==> src/rtl/fir_8tap_stream_ctrl_pkg.sv <==
// Shared definitions for the 8-tap streaming FIR block.
//   TAPS / SAMPLE_W / ACC_W : filter geometry and accumulator width
//   COEF                    : tap weights, tap k carries weight k+1
//   fsm_state_e             : fill / run control states
package fir_8tap_stream_ctrl_pkg;

  localparam int TAPS     = 8;
  localparam int SAMPLE_W = 16;
  localparam int ACC_W    = 24;
  localparam int COEF_W   = 4;

  // Worst case 65535 * (1+2+...+8) = 2359260 fits in 24 bits unsigned.
  localparam logic [COEF_W-1:0] COEF [TAPS] = '{4'd1, 4'd2, 4'd3, 4'd4,
                                                4'd5, 4'd6, 4'd7, 4'd8};

  typedef enum logic {
    ST_FILL = 1'b0,
    ST_RUN  = 1'b1
  } fsm_state_e;

endpackage

==> src/rtl/fir_8tap_comb.sv <==
// Purely combinational weighted sum of eight unsigned taps.
//   taps : packed taps, tap0 (newest sample) in bits [15:0]
//   sum  : sum over k of COEF[k] * tap k
module fir_8tap_comb
  import fir_8tap_stream_ctrl_pkg::*;
(
  input  logic [TAPS*SAMPLE_W-1:0] taps,
  output logic [ACC_W-1:0]         sum
);

  always_comb begin
    sum = '0;
    for (int k = 0; k < TAPS; k++) begin
      sum = sum + ACC_W'(taps[k*SAMPLE_W +: SAMPLE_W]) * ACC_W'(COEF[k]);
    end
  end

endmodule

==> src/rtl/fir_8tap_stream_ctrl.sv <==
// 8-tap streaming FIR with valid/ready handshakes, fill control and flush.
//   clk, rst            : clock, synchronous active-high reset
//   flush               : clears delay line and fill state on this edge
//   in_valid/in_ready   : input handshake, in_data unsigned 16-bit sample
//   out_valid/out_ready : output handshake, out_data unsigned 24-bit result
//   out_count           : number of results delivered, wraps at 2^16
//   filling             : high while the delay line is still filling
module fir_8tap_stream_ctrl
  import fir_8tap_stream_ctrl_pkg::*;
#(
  parameter bit EMIT_DURING_FILL = 1'b0
) (
  input  logic                clk,
  input  logic                rst,
  input  logic                flush,
  input  logic                in_valid,
  input  logic [SAMPLE_W-1:0] in_data,
  output logic                in_ready,
  output logic                out_valid,
  output logic [ACC_W-1:0]    out_data,
  input  logic                out_ready,
  output logic [15:0]         out_count,
  output logic                filling
);

  fsm_state_e state, state_nxt;
  logic [2:0] fc, fc_nxt;
  logic [SAMPLE_W-1:0] d [1:TAPS-1];
  logic [TAPS*SAMPLE_W-1:0] taps_p0;
  logic [ACC_W-1:0] acc_p0;
  logic [ACC_W-1:0] data_p1;
  logic vld_p1;
  logic [15:0] count_q;
  logic accept;
  logic load;

  // Flush blocks acceptance so a flushed cycle never mixes old and new history.
  assign in_ready = !flush && (!vld_p1 || out_ready);
  assign accept   = in_valid && in_ready;

  // Stage p0: current sample plus delay line through the weighted sum
  assign taps_p0 = {d[7], d[6], d[5], d[4], d[3], d[2], d[1], in_data};

  fir_8tap_comb u_comb (
    .taps (taps_p0),
    .sum  (acc_p0)
  );

  always_comb begin
    state_nxt = state;
    fc_nxt    = fc;
    load      = 1'b0;
    if (flush) begin
      state_nxt = ST_FILL;
      fc_nxt    = 3'd0;
    end else if (accept) begin
      case (state)
        ST_FILL: begin
          load = EMIT_DURING_FILL || (fc == 3'd7);
          // The eighth sample completes the history; fc then parks at 7.
          if (fc == 3'd7) state_nxt = ST_RUN;
          else            fc_nxt    = 3'(fc + 3'd1);
        end
        ST_RUN:  load = 1'b1;
        default: load = 1'b0;
      endcase
    end
  end

  always_ff @(posedge clk) begin
    if (rst) begin
      state <= ST_FILL;
      fc    <= 3'd0;
    end else begin
      state <= state_nxt;
      fc    <= fc_nxt;
    end
  end

  always_ff @(posedge clk) begin
    if (rst || flush) begin
      for (int k = 1; k < TAPS; k++) d[k] <= '0;
    end else if (accept) begin
      d[1] <= in_data;
      for (int k = 2; k < TAPS; k++) d[k] <= d[k-1];
    end
  end

  // Stage p1: output register; a delivery and a new load may share one edge
  always_ff @(posedge clk) begin
    if (rst) begin
      vld_p1  <= 1'b0;
      data_p1 <= '0;
    end else if (load) begin
      vld_p1  <= 1'b1;
      data_p1 <= acc_p0;
    end else if (out_ready) begin
      vld_p1  <= 1'b0;
    end
  end

  always_ff @(posedge clk) begin
    if (rst)                       count_q <= 16'd0;
    else if (vld_p1 && out_ready)  count_q <= count_q + 16'd1;
  end

  assign out_valid = vld_p1;
  assign out_data  = data_p1;
  assign out_count = count_q;
  assign filling   = (state == ST_FILL);

endmodule
==> config.mk <==
export PLATFORM = sky130hd
export DESIGN_NAME = fir_8tap_stream_ctrl
export DESIGN_NICKNAME = d
export VERILOG_FILES = /design/src/rtl/fir_8tap_stream_ctrl_pkg.sv /design/src/rtl/fir_8tap_comb.sv /design/src/rtl/fir_8tap_stream_ctrl.sv
export SDC_FILE = /design/constraint.sdc
export NUM_CORES = 1
export LEC_CHECK = 0
export ABC_AREA = 1
export CORE_MARGIN = 2
export CORE_UTILIZATION = 44
export DETAILED_ROUTE_END_ITERATION = 10
export SLEW_MARGIN = 25
export SYNTH_ARGS = -nofsm -noshare
export SYNTH_HDL_FRONTEND = slang
export SYNTH_SLANG_ARGS = --single-unit
==> constraint.sdc <==
create_clock -name clk -period 13.8 [get_ports clk]
set_input_delay 2.76 -clock clk [delete_from_list [all_inputs] [get_ports clk]]
set_output_delay 2.76 -clock clk [all_outputs]
set_load 0.05 [all_outputs]
# Yosys cells after proc, flatten, opt, wreduce, memory -nomap -nowiden
# Memory sizes are Yosys's and may differ from the RTL's.
# Index checks and enable logic that the tools add are counted.
[op_classes] addsub=9 mul=4 n_div=0 n_lt_le_gt_ge=0 eq_ne=1 n_shift=0 muxes=19 n_bitwise=9 n_reduce_logical=10
[op_table] operator="16-bit 2-to-1 mux" count=7
[op_table] operator="24-bit by 19-bit adder with 24-bit output" count=4
[op_table] operator="24-bit by 18-bit adder with 24-bit output" count=2
[op_table] operator="16-bit by 3-bit multiplier with 19-bit output, second input constant" count=2
[op_table] operator="16-bit by 2-bit multiplier with 18-bit output, second input constant" count=2
[op_table] operator="16-bit by 17-bit adder with 18-bit output" count=1
[op_table] operator="16-bit by 1-bit adder with 16-bit output, second input constant" count=1
[op_table] operator="1-bit 2-to-1 mux" count=11
[op_table] operator="1-bit OR" count=7
[op_table] operator="3-bit by 1-bit adder with 3-bit output, second input constant" count=1
[op_table] operator="3-bit == test, second input constant" count=1
[op_table] operator="1-bit logical AND" count=3
[op_table] operator="3-bit AND reduction" count=1
[op_table] operator="1-bit zero test" count=2
[op_table] operator="1-bit logical OR" count=2
[op_table] operator="1-bit NOT" count=2
[op_table] operator="1-bit case mux with 2 select lines" count=1
[op_table] operator="2-bit nonzero test" count=1
[op_table] operator="2-bit OR reduction" count=1
[totals] reg_bits=45 latchBits=0 ramBits=112 romBits=0 input_bits=21 out_inout_bits=43 wordCells=58 n_memories=1
[mem_list] name="d" words=7 width=16 rd=7 rd_clocked_by_memory_dff=0 wr=7 line="fir_8tap_stream_ctrl.sv:28" text="logic [SAMPLE_W-1:0] d [1:TAPS-1];"

# Longest topological paths before layout
# Gate-level depths: netlist of run 1.
[depth] ltp_word=8 depth_mapped=31 mapped_depth_nobuf=31

# Modules after synthesis
# A second synthesis of run 1 with hierarchy kept.
[unflattened] cells_unflattened=1330 area_unflattened_um2=12206.7
[modules_own_cells] mod="fir_8tap_stream_ctrl" instances=1 cells_per_inst=605 area_each_um2=6104.6 seq_area_each_um2=4264.1
[modules_own_cells] mod="fir_8tap_comb" instances=1 cells_per_inst=725 area_each_um2=6102.1 seq_area_each_um2=0.0

# Least setup slack after synthesis of run 1
# No wires, ideal clock.
[synth_timing] path_type="input to register" start="input port in_data[1]" end="register data_p1[20], in the netlist out_data[20]" setup_time_ns=0.109 arrival_ns=7.736 required_time_ns=13.691 path_slack_ns=5.955 cell_stages=31 n_path_buf=0 path_cell_list="ha_1 > inv_1 > fa_1 > o21ai_1 > nand2_1 > nand2_1 > nand3_1 > nand2_1 > xor2_1 > fa_1 > fa_1 > inv_1 > fa_1 > inv_1 > fa_1 > inv_1 > fa_1 > inv_1 > ha_1 > nand2_1 > inv_1 > nand2_1 > nand2_1 > nand2_1 > nand2_1 > nor2_1 > nand2_1 > nand2_1 > nand3_1 > nand2_1 > inv_1"
[synth_via] elab_chain_cells=7
[synth_lines] element="start: declaration" line="fir_8tap_stream_ctrl.sv:17" text="input logic [SAMPLE_W-1:0] in_data,"
[synth_lines] element="16-bit by 17-bit adder with 18-bit output" line="fir_8tap_comb.sv:14" text="sum = sum + ACC_W'(taps[k*SAMPLE_W +: SAMPLE_W]) * ACC_W'(COEF[k]);"
[synth_lines] element="24-bit by 18-bit adder with 24-bit output (2 in a row)" line="fir_8tap_comb.sv:14"
[synth_lines] element="24-bit by 19-bit adder with 24-bit output (4 in a row)" line="fir_8tap_comb.sv:14"
[synth_lines] element="end signal: assignment" line="fir_8tap_stream_ctrl.sv:96" text="data_p1 <= acc_p0;"
[synth_lines] element="end: declaration" line="fir_8tap_stream_ctrl.sv:31" text="logic [ACC_W-1:0] data_p1;"
# Every way passes these cells.
# A chain may end at the register's enable or synchronous reset.

# Worst setup path in the final report of run 1
# Same ends and word-level chain as after synthesis.

==> results.yml, run 1 <==
clocking:
  cts_tree: "yes"
  clkLatencyLatePin_ns: 0.44
  clockRootBuffer: "clkbuf_16"
  ctsHoldBuffers: 0
  htreeDepth: 4
  clock-sinks: 155
  cts_setup_buffers: 0
  numCtsBuffers: 17
  clockBufferDepth: 2
  clk_pin_slew_worst_paths_ns: 0.07
  cts_resized: 0
timing:
  fin_crit_ns: 8.53
  drv_slew: 0
  maxSlewHeadroom_pct: 33.5
  setup_violations: 0
  worst_pin_slew_ns: 0.998
  max_freq_mhz: 117
  fin_crit_sh_pct: 61.8
  hold_viol: 0
  setup_tns_ns: 0
  rsz0062_at_grt: "false"
  clock_skew_ns: 0.0156
route:
  first_pass_iters: 5
  wl_um: 25100
  route.detailed.drc: 0
  post_drt_wl_per_cell_um: 14.0
  drtIter0Drc: 406
  vias_per_cell: 4.63
  ant_nets: 0
  routed-via-count: 8289
synthesis:
  synth_edf_count: 112
  yosysWarningCount: 0
  synth-seq-area-share_pct: 34.4
  ys_seq_elements: 155
  synth_ff_type: "edfxtp_1"
  synth_area_mm2: 0.0123
  avgSynthCellArea_um2: 9.17
  async_reset_ff_share_pct: 0
  syn_inst: 1340
  synth_cell_types: 39
setup_path:
  max_stage_delay_ns: 0.53
  crit_type: "input port to flip-flop"
  worstPathArrival_ns: 8.86
  worst-path-buf-inv: 8
  crit_required_ns: 14.13
  crit_slowest_cell: "fa_1"
  cpLargestDelayFamily: "adder cells"
  crit_path_max_fanout: 5
  path_common_cell: "nand2_1"
  crit_path_end_kind: "flip-flop"
  crit_path_start_kind: "input port"
power_and_ir_drop:
  internal_power_mw: 1.45
  p_leak_nw: 6.78
  swShare_pct: 47.9
  power_frac_clock_pct: 17.7
  combPwrFrac_pct: 62.8
  power_density_mw_per_mm2: 200
  net-switching-power_mw: 1.33
  p_total_mw: 2.78
  ir_drop_uv: 126
  p_seq_share_pct: 19.5
layout:
  final_util_pct: 50.3
  final_cell_area_mm2: 0.0139
  syn2layout_area_growth_pct: 13.1
  final_cells: 1792
  num_antenna_cells: 0
  final_nets: 1647
  drive_gt1_share_pct: 3.89
floorplanning:
  die_y_um: 171
  start_util_pct: 44.5
  core_area_mm2: 0.0276
  rows: 61
  die_w_um: 171
  num_io_pins: 64
  dieArea_mm2: 0.0293
grt:
  grt_overflow: 0
  grtUsageTotal_pct: 18.4
  antenna_found_initial: 0
  grt_max_degree: 92
  grt_pass1_vias: 8580
  grt_pass1_wl_um: 41800
place:
  post_dp_cell_area_mm2: 0.0133
  hpwlAfterDp_um: 19500
  place_inst: 1761
  routabilityCongestion: 0.855
  numPortBuffers: 61
job:
  drv_cap: 0
outcome:
  status: "completed"
worst_hold_path:
  holdCritPathClass: "flip-flop to flip-flop"
## cell usage after synthesis (7+ instances only)
cell	instances	share of area [%]
inv_1	355	11
nor2_1	192	5.9
nand2_1	165	5.0
fa_1	145	24
edfxtp_1	112	27
ha_1	79	8.0
a21oi_1	58	2.4
dfxtp_1	43	7.0
nand3_1	42	1.7
o21ai_0	34	1.4
xor2_1	28	2.0
nor3_1	11	0.45
buf_2	9	0.37
xnor2_1	7	0.50
## power by group through the flow
stage               sequential, mW  combinational [mW]  clock, mW
floorplan                    0.550                1.38          0
global placement             0.553                1.73          0
detailed placement           0.553                1.75          0
CTS                          0.543                1.77      0.505
global route                 0.546                2.06      0.524
finish                       0.542                1.75      0.493
## metal layers
layer  GRT usage, %  vias to the layer above  wire [um]
met5              0                        -          0
li1               -                     4185          -
met3           3.05                       27        913
met2           29.5                      127      11300
met4           5.23                        0        421
met1           25.9                     3950      12400
## logic make-up (layout without fill, tap and decap cells)
kind of cell	Yosys count	in the layout	share of synthesized area, %
AND/OR/NAND/NOR	431	431	14.5
buffers and inverters	380	453	11.9
adder cells (fa/ha/maj)	224	224	31.7
flip-flops	155	155	34.4
AO/OA/AOI/OAI	114	114	5.02
XOR/XNOR	35	35	2.49
other	1	2	0.0305
## tightest hold or removal path, delay by kind of cell (launching register included)
kind | cells | cell delay (ns)
buffers and inverters | 1 | 0.07
AOI/OAI and AO/OA | 1 | 0.06
DFF | 1 | 0.32
## cell usage in the layout (no fill, tap or decap), types with 4 or more instances in the layout
master	Yosys	routed
o21ai_1	4	4
nand3_1	42	42
clkdlybuf4s50_1	0	61
nor2_4	4	4
nand2_1	165	163
fa_1	145	145
a21o_1	6	6
nor2_1	192	192
clkbuf_16	0	17
ha_1	79	79
a21oi_1	58	58
inv_6	0	5
xnor2_1	7	7
o21ai_0	34	34
edfxtp_1	112	112
nand4_1	4	4
dfxtp_1	43	43
nor3_1	11	11
xor2_1	28	28
inv_1	355	355
## per-stage QoR
step / hold WS, ns / setup slack (ns)
4_1_cts: 0.492 / 5.27
5_1_grt: 0.538 / 4.93
6_report: 0.490 / 5.27
3_5_place_dp: 0.483 / 4.80
2_1_floorplan: 0.443 / 5.96
3_3_place_gp: 0.456 / 4.96
## flip-flops by register name, indices dropped and copies added, names as in the netlist
name / count
out_valid: 1
fc: 3
out_data: 22
d: 112
out_count: 16
state: 1
## final timing paths
| check | from | endpoint | slack, ns | depth (start not counted) |
|---|---|---|---|---|
| hold reg to reg | fc[0] | fc[0] | 0.49 | 2 |
| setup / recovery | in_data[1] | out_data[20] | 5.27 | 32 |
| setup reg to reg | d[0][16] | out_data[20] | 7.56 | 31 |
| hold / removal | fc[0] | fc[0] | 0.49 | 2 |
## cell type report
class / instances / area, um^2
fill: 2618 / 13700
multi-input combinational: 806 / 6620
tap: 378 / 473
inverter: 359 / 1350
clock buffer: 17 / 425
sequential: 155 / 4220
clock inverter: 14 / 176
timing repair buffer: 63 / 626
Power figures use the tool's default switching activity.
==> inputs of run 2 (changes only) <==
==> constraint.sdc (replaced) <==
create_clock -name clk -period 8.8 [get_ports clk]
set_input_delay 1.76 -clock clk [delete_from_list [all_inputs] [get_ports clk]]
set_output_delay 1.76 -clock clk [all_outputs]
set_load 0.05 [all_outputs]
==> run 2 against run 1 <==
Against the previous run:
- sequential share of layout area increased by 0.055 points
- cell area down 0.18%
- routed wire length down 0.58%
- non-clock buffer count is the same
- clock-buffer cell count did not move
==> results.yml, run 2 (synthesized netlist as in run 1, its figures left out) <==
outcome:
  status: "completed"
route:
  routed-via-count: 8219
  route.detailed.drc: 0
  first_pass_iters: 7
  vias_per_cell: 4.58
  post_drt_wl_per_cell_um: 13.9
  drtIter0Drc: 443
  wl_um: 24900
  ant_nets: 0
timing:
  fin_crit_ns: 7.50
  rsz0062_at_grt: "false"
  layout_setup_ws_ns: 1.30
  fin_crit_sh_pct: 85.2
  setup_violations: 0
  setup_tns_ns: 0
  clock_skew_ns: 0.0171
  drv_slew: 0
  worst_pin_slew_ns: 1.02
  max_freq_mhz: 133
  hold_viol: 0
  maxSlewHeadroom_pct: 32.2
clocking:
  cts_setup_buffers: 0
  cts_tree: "yes"
  clock-sinks: 155
  htreeDepth: 4
  clockRootBuffer: "clkbuf_16"
  ctsHoldBuffers: 0
  clk_pin_slew_worst_paths_ns: 0.07
  numCtsBuffers: 17
  cts_resized: 0
  clockBufferDepth: 2
  clkLatencyLatePin_ns: 0.45
worst_hold_path:
  hp-start: "fc[0]"
  holdCritPathClass: "flip-flop to flip-flop"
grt:
  antenna_found_initial: 0
  grt_max_degree: 92
  grt_pass1_wl_um: 41400
  grtUsageTotal_pct: 18.2
  grt_pass1_vias: 8489
  grt_overflow: 0
setup_path:
  cpLargestDelayFamily: "adder cells"
  timing.rr.start: "d[0][16]"
  max_stage_delay_ns: 0.52
  crit_start: "in_data[1]"
  path_common_cell: "nand2_1"
  crit_path_start_kind: "input port"
  crit_slowest_cell: "fa_1"
  crit_path_max_fanout: 5
  worstPathArrival_ns: 7.83
  crit_type: "input port to flip-flop"
  crit_required_ns: 9.13
  crit_path_end_kind: "flip-flop"
  worst-path-buf-inv: 8
floorplanning:
  num_io_pins: 64
  start_util_pct: 44.5
  die_y_um: 171
  die_w_um: 171
  core_area_mm2: 0.0276
  dieArea_mm2: 0.0293
  rows: 61
place:
  hpwlAfterDp_um: 19500
  place_inst: 1761
  pre_cts_ws_ns: 0.828
  routabilityCongestion: 0.855
  numPortBuffers: 61
power_and_ir_drop:
  p_total_mw: 4.32
  ir_drop_uv: 210
  p_leak_nw: 6.76
  power_density_mw_per_mm2: 312
layout:
  largest_reg_flops: 112
  final_nets: 1647
  layout_commonest_cell: "inv_1"
  register_area_mm2: 0.00422
  final_util_pct: 50.2
  final_cells: 1793
  num_antenna_cells: 0
  drive_gt1_share_pct: 3.89
  multi_input_area_mm2: 0.00662
  syn2layout_area_growth_pct: 12.9
  nFillCells: 2637
  layout_common_cells: "355 x inv_1, 192 x nor2_1, 163 x nand2_1"
  largest-register: "d"
job:
  drv_cap: 0
## run 2: final cells by class
class,instances,area share (%)
sequential,155,30.4
multi-input combinational,806,47.7
timing repair buffer,63,4.51
tap,378,3.41
clock inverter,15,1.09
clock buffer,17,3.07
inverter,359,9.72
## run 2: final timing paths
path | endpoint | slack [ns] | cells past startpoint
worst min-delay path | fc[0] | 0.48 | 2
worst max-delay path | out_data[20] | 1.30 | 32
worst min register to register | fc[0] | 0.48 | 2
worst max register to register | out_data[20] | 2.59 | 31
## run 2: metal layers
metal / wire (um) / vias up / part of all wire (%) / GRT usage [%]
met5: 0 / - / 0 / 0
met4: 403 / 0 / 1.6 / 5.05
met3: 880 / 27 / 3.5 / 2.98
met2: 11100 / 129 / 44 / 28.9
met1: 12600 / 3883 / 50 / 26.0
li1: - / 4180 / - / -
## run 2: tightest hold or removal path, delay by kind of cell, from the launching register on
family                 cells  cell delay (ns)
flip-flops                 1             0.32
buffers and inverters      1             0.06
AO/OA/AOI/OAI              1             0.05
## run 2: where the power goes
group | internal, mW | switching (mW) | total, mW
Clock | 0.378 | 0.356 | 0.734
Combinational | 1.03 | 1.71 | 2.74
Sequential | 0.815 | 0.0351 | 0.850
Total | 2.22 | 2.10 | 4.32
## run 2: per-stage QoR
step	hold WS [ns]	cell area [um^2]
2_1_floorplan	0.443	12300
3_3_place_gp	0.456	13300
3_5_place_dp	0.468	13300
4_1_cts	0.478	13900
5_1_grt	0.502	13900
6_report	0.481	13900
==> inputs of run 3 (changes only) <==
--- a/config.mk
+++ b/config.mk
@@ -5,7 +5,6 @@
 export SDC_FILE = /design/constraint.sdc
 export NUM_CORES = 1
 export LEC_CHECK = 0
-export ABC_AREA = 1
 export CORE_MARGIN = 2
 export CORE_UTILIZATION = 44
 export DETAILED_ROUTE_END_ITERATION = 10
==> constraint.sdc (replaced) <==
create_clock -name clk -period 6.55 [get_ports clk]
set_input_delay 1.31 -clock clk [delete_from_list [all_inputs] [get_ports clk]]
set_output_delay 1.31 -clock clk [all_outputs]
set_load 0.05 [all_outputs]
==> run 3 against run 2 <==
Against the previous run:
- the run now ends with setup timing left
- critical path depth shrank 7
- hold slack lost 0.026 ns
- clock-buffer cell count grew 1
- first-iteration DRC count shrank 14%
- sequential power grew 34%
- cell area grew 6.3%
- total power grew 77%
- routed wire length grew 2.5%
==> results.yml, run 3 <==
floorplanning:
  start_util_pct: 44.4
  dieArea_mm2: 0.0282
  die_w_um: 168
  num_io_pins: 64
  die_y_um: 168
  rows: 60
  core_area_mm2: 0.0267
worst_hold_path:
  holdCritPathClass: "flip-flop to flip-flop"
timing:
  drv_slew: 0
  rsz0062_at_grt: "true"
  fin_crit_sh_pct: 106
  setup_tns_ns: -1.27
  maxSlewHeadroom_pct: 48.0
  setup_violations: 7
  hold_viol: 0
  fin_crit_ns: 6.93
  worst_pin_slew_ns: 0.780
  whs_ns: 0.455
  max_freq_mhz: 144
  layout_setup_ws_ns: -0.377
  clock_skew_ns: 0.0113
layout:
  largest_reg_flops: 112
  final_cells: 1572
  multi_input_area_mm2: 0.00746
  final_util_pct: 55.3
  layout_common_cells: "171 x inv_1, 139 x fa_1, 112 x edfxtp_1"
  largest-register: "d"
  final_cell_area_mm2: 0.0147
  final_nets: 1463
  register_area_mm2: 0.00422
  nFillCells: 2289
  layout_commonest_cell: "inv_1"
  syn2layout_area_growth_pct: 24.7
  drive_gt1_share_pct: 18.2
  num_antenna_cells: 0
place:
  place_inst: 1533
  post_dp_cell_area_mm2: 0.0135
  routabilityCongestion: 0.801
  hpwlAfterDp_um: 19200
  numPortBuffers: 61
  pre_cts_ws_ns: -1.44
setup_path:
  max_stage_delay_ns: 0.50
  worstPathArrival_ns: 7.27
  crit_path_end_kind: "flip-flop"
  path_common_cell: "fa_1"
  crit_slowest_cell: "fa_2"
  crit_path_start_kind: "input port"
  crit_path_max_fanout: 3
  crit_required_ns: 6.90
  crit_type: "input port to flip-flop"
route:
  route.detailed.drc: 0
  routed-via-count: 7846
  ant_nets: 0
  drtIter0Drc: 380
  first_pass_iters: 4
  post_drt_wl_per_cell_um: 16.2
  vias_per_cell: 4.99
  wl_um: 25500
job:
  drv_cap: 0
clocking:
  clockBufferDepth: 2
  numCtsBuffers: 17
  clockRootBuffer: "clkbuf_16"
  clk_pin_slew_worst_paths_ns: 0.07
  clock-sinks: 155
  clkLatencyLatePin_ns: 0.44
  htreeDepth: 4
  cts_tree: "yes"
  ctsHoldBuffers: 0
grt:
  grt_pass1_wl_um: 43200
  antenna_found_initial: 0
  grt_pass1_vias: 8496
  grt_max_degree: 80
  grtUsageTotal_pct: 19.4
  grt_overflow: 0
outcome:
  status: "finished with violations"
  failed_checks: "setup timing"
synthesis:
  async_reset_ff_share_pct: 0
  syn_inst: 1073
  synth_area_mm2: 0.0118
  avgSynthCellArea_um2: 11.0
  ys_seq_elements: 155
  synth_edf_count: 112
  synth_area_leaders: "edfxtp_1 28%, fa_1 25%, ha_1 8.4%"
  synth-seq-area-share_pct: 35.7
  synth_cell_types: 56
  synth_ff_type: "edfxtp_1"
  yosysWarningCount: 0
  synth_top_area_share_pct: 28.4
  synth_common_cells: "183 x inv_1, 145 x fa_1, 112 x edfxtp_1"
  synth_most_common_cell: "inv_1"
  netlist.top_cell.by_area: "edfxtp_1"
power_and_ir_drop:
  p_leak_nw: 6.49
  p_total_mw: 7.67
  power_density_mw_per_mm2: 521
  ir_drop_uv: 343
[run 3: cell types whose count changed after synthesis, moves of 9 or more]
cell      previous run  this run
inv_1              355       183
nor2_1             192        49
nand2_1            165        45
and2_1               2       104
nand3_1             42        11
xnor2_1              7        25
clkbuf_1             6        22
nor3_1              11        27
a211oi_1             0        10
buf_2                9         0
nand3b_1             0         9
xor2_1              28        19
[run 3: where the power goes]
group | total, mW | switching, mW | internal (mW) | leakage (nW)
Sequential | 1.14 | 0.0474 | 1.09 | 1.62
Clock | 1.08 | 0.440 | 0.640 | 0.299
Combinational | 5.45 | 2.71 | 2.74 | 4.58
Total | 7.67 | 3.20 | 4.48 | 6.49
[run 3: area by class of cell]
| cell class | count | area share (%) |
|---|---|---|
| clock buffer | 18 | 2.91 |
| sequential | 155 | 28.7 |
| clock inverter | 14 | 1.31 |
| multi-input combinational | 710 | 50.6 |
| inverter | 183 | 4.66 |
| timing repair buffer | 151 | 8.98 |
| tap | 341 | 2.89 |
[run 3: final timing paths]
check	startpoint	endpoint	slack [ns]	cells past startpoint
worst max-delay path	in_data[1]	out_data[20]	-0.38	25
worst min register to register	out_data[13]	out_data[13]	0.46	2
worst min-delay path	out_data[13]	out_data[13]	0.46	2
worst max register to register	d[0][16]	out_data[20]	0.11	24
[run 3: critical path, delay by kind of cell]
family / cells / cell delay (ns)
and+or+nand+nor: 2 / 0.55
xor gates and xnor gates: 1 / 0.30
adders and majority gates: 8 / 3.20
AOI/OAI and AO/OA: 8 / 1.61
buffers and inverters: 6 / 0.30
[run 3: logic make-up after synthesis]
logic type / after synthesis / share of synthesized area (%)
fa+ha+maj: 224 / 32.9
compound gates: 150 / 8.14
buf+inv: 209 / 6.70
xor+xnor: 44 / 3.26
other cells: 1 / 0.0317
simple gates: 288 / 13.1
flops: 155 / 35.7
mux: 2 / 0.169
[run 3: metal layers]
| metal | part of all wire [%] | vias up | track usage (%) |
|---|---|---|---|
| li1 | - | 3831 | - |
| met4 | 1.2 | 0 | 5.52 |
| met5 | 0 | - | 0 |
| met2 | 48 | 122 | 32.3 |
| met1 | 47 | 3869 | 26.4 |
| met3 | 3.2 | 24 | 2.94 |
[run 3: timing repair]
action,CTS,global route
pin swaps,55,80
endpoints found under the setup margin,15,15
buffers inserted,3,5
gates resized for setup,60,71
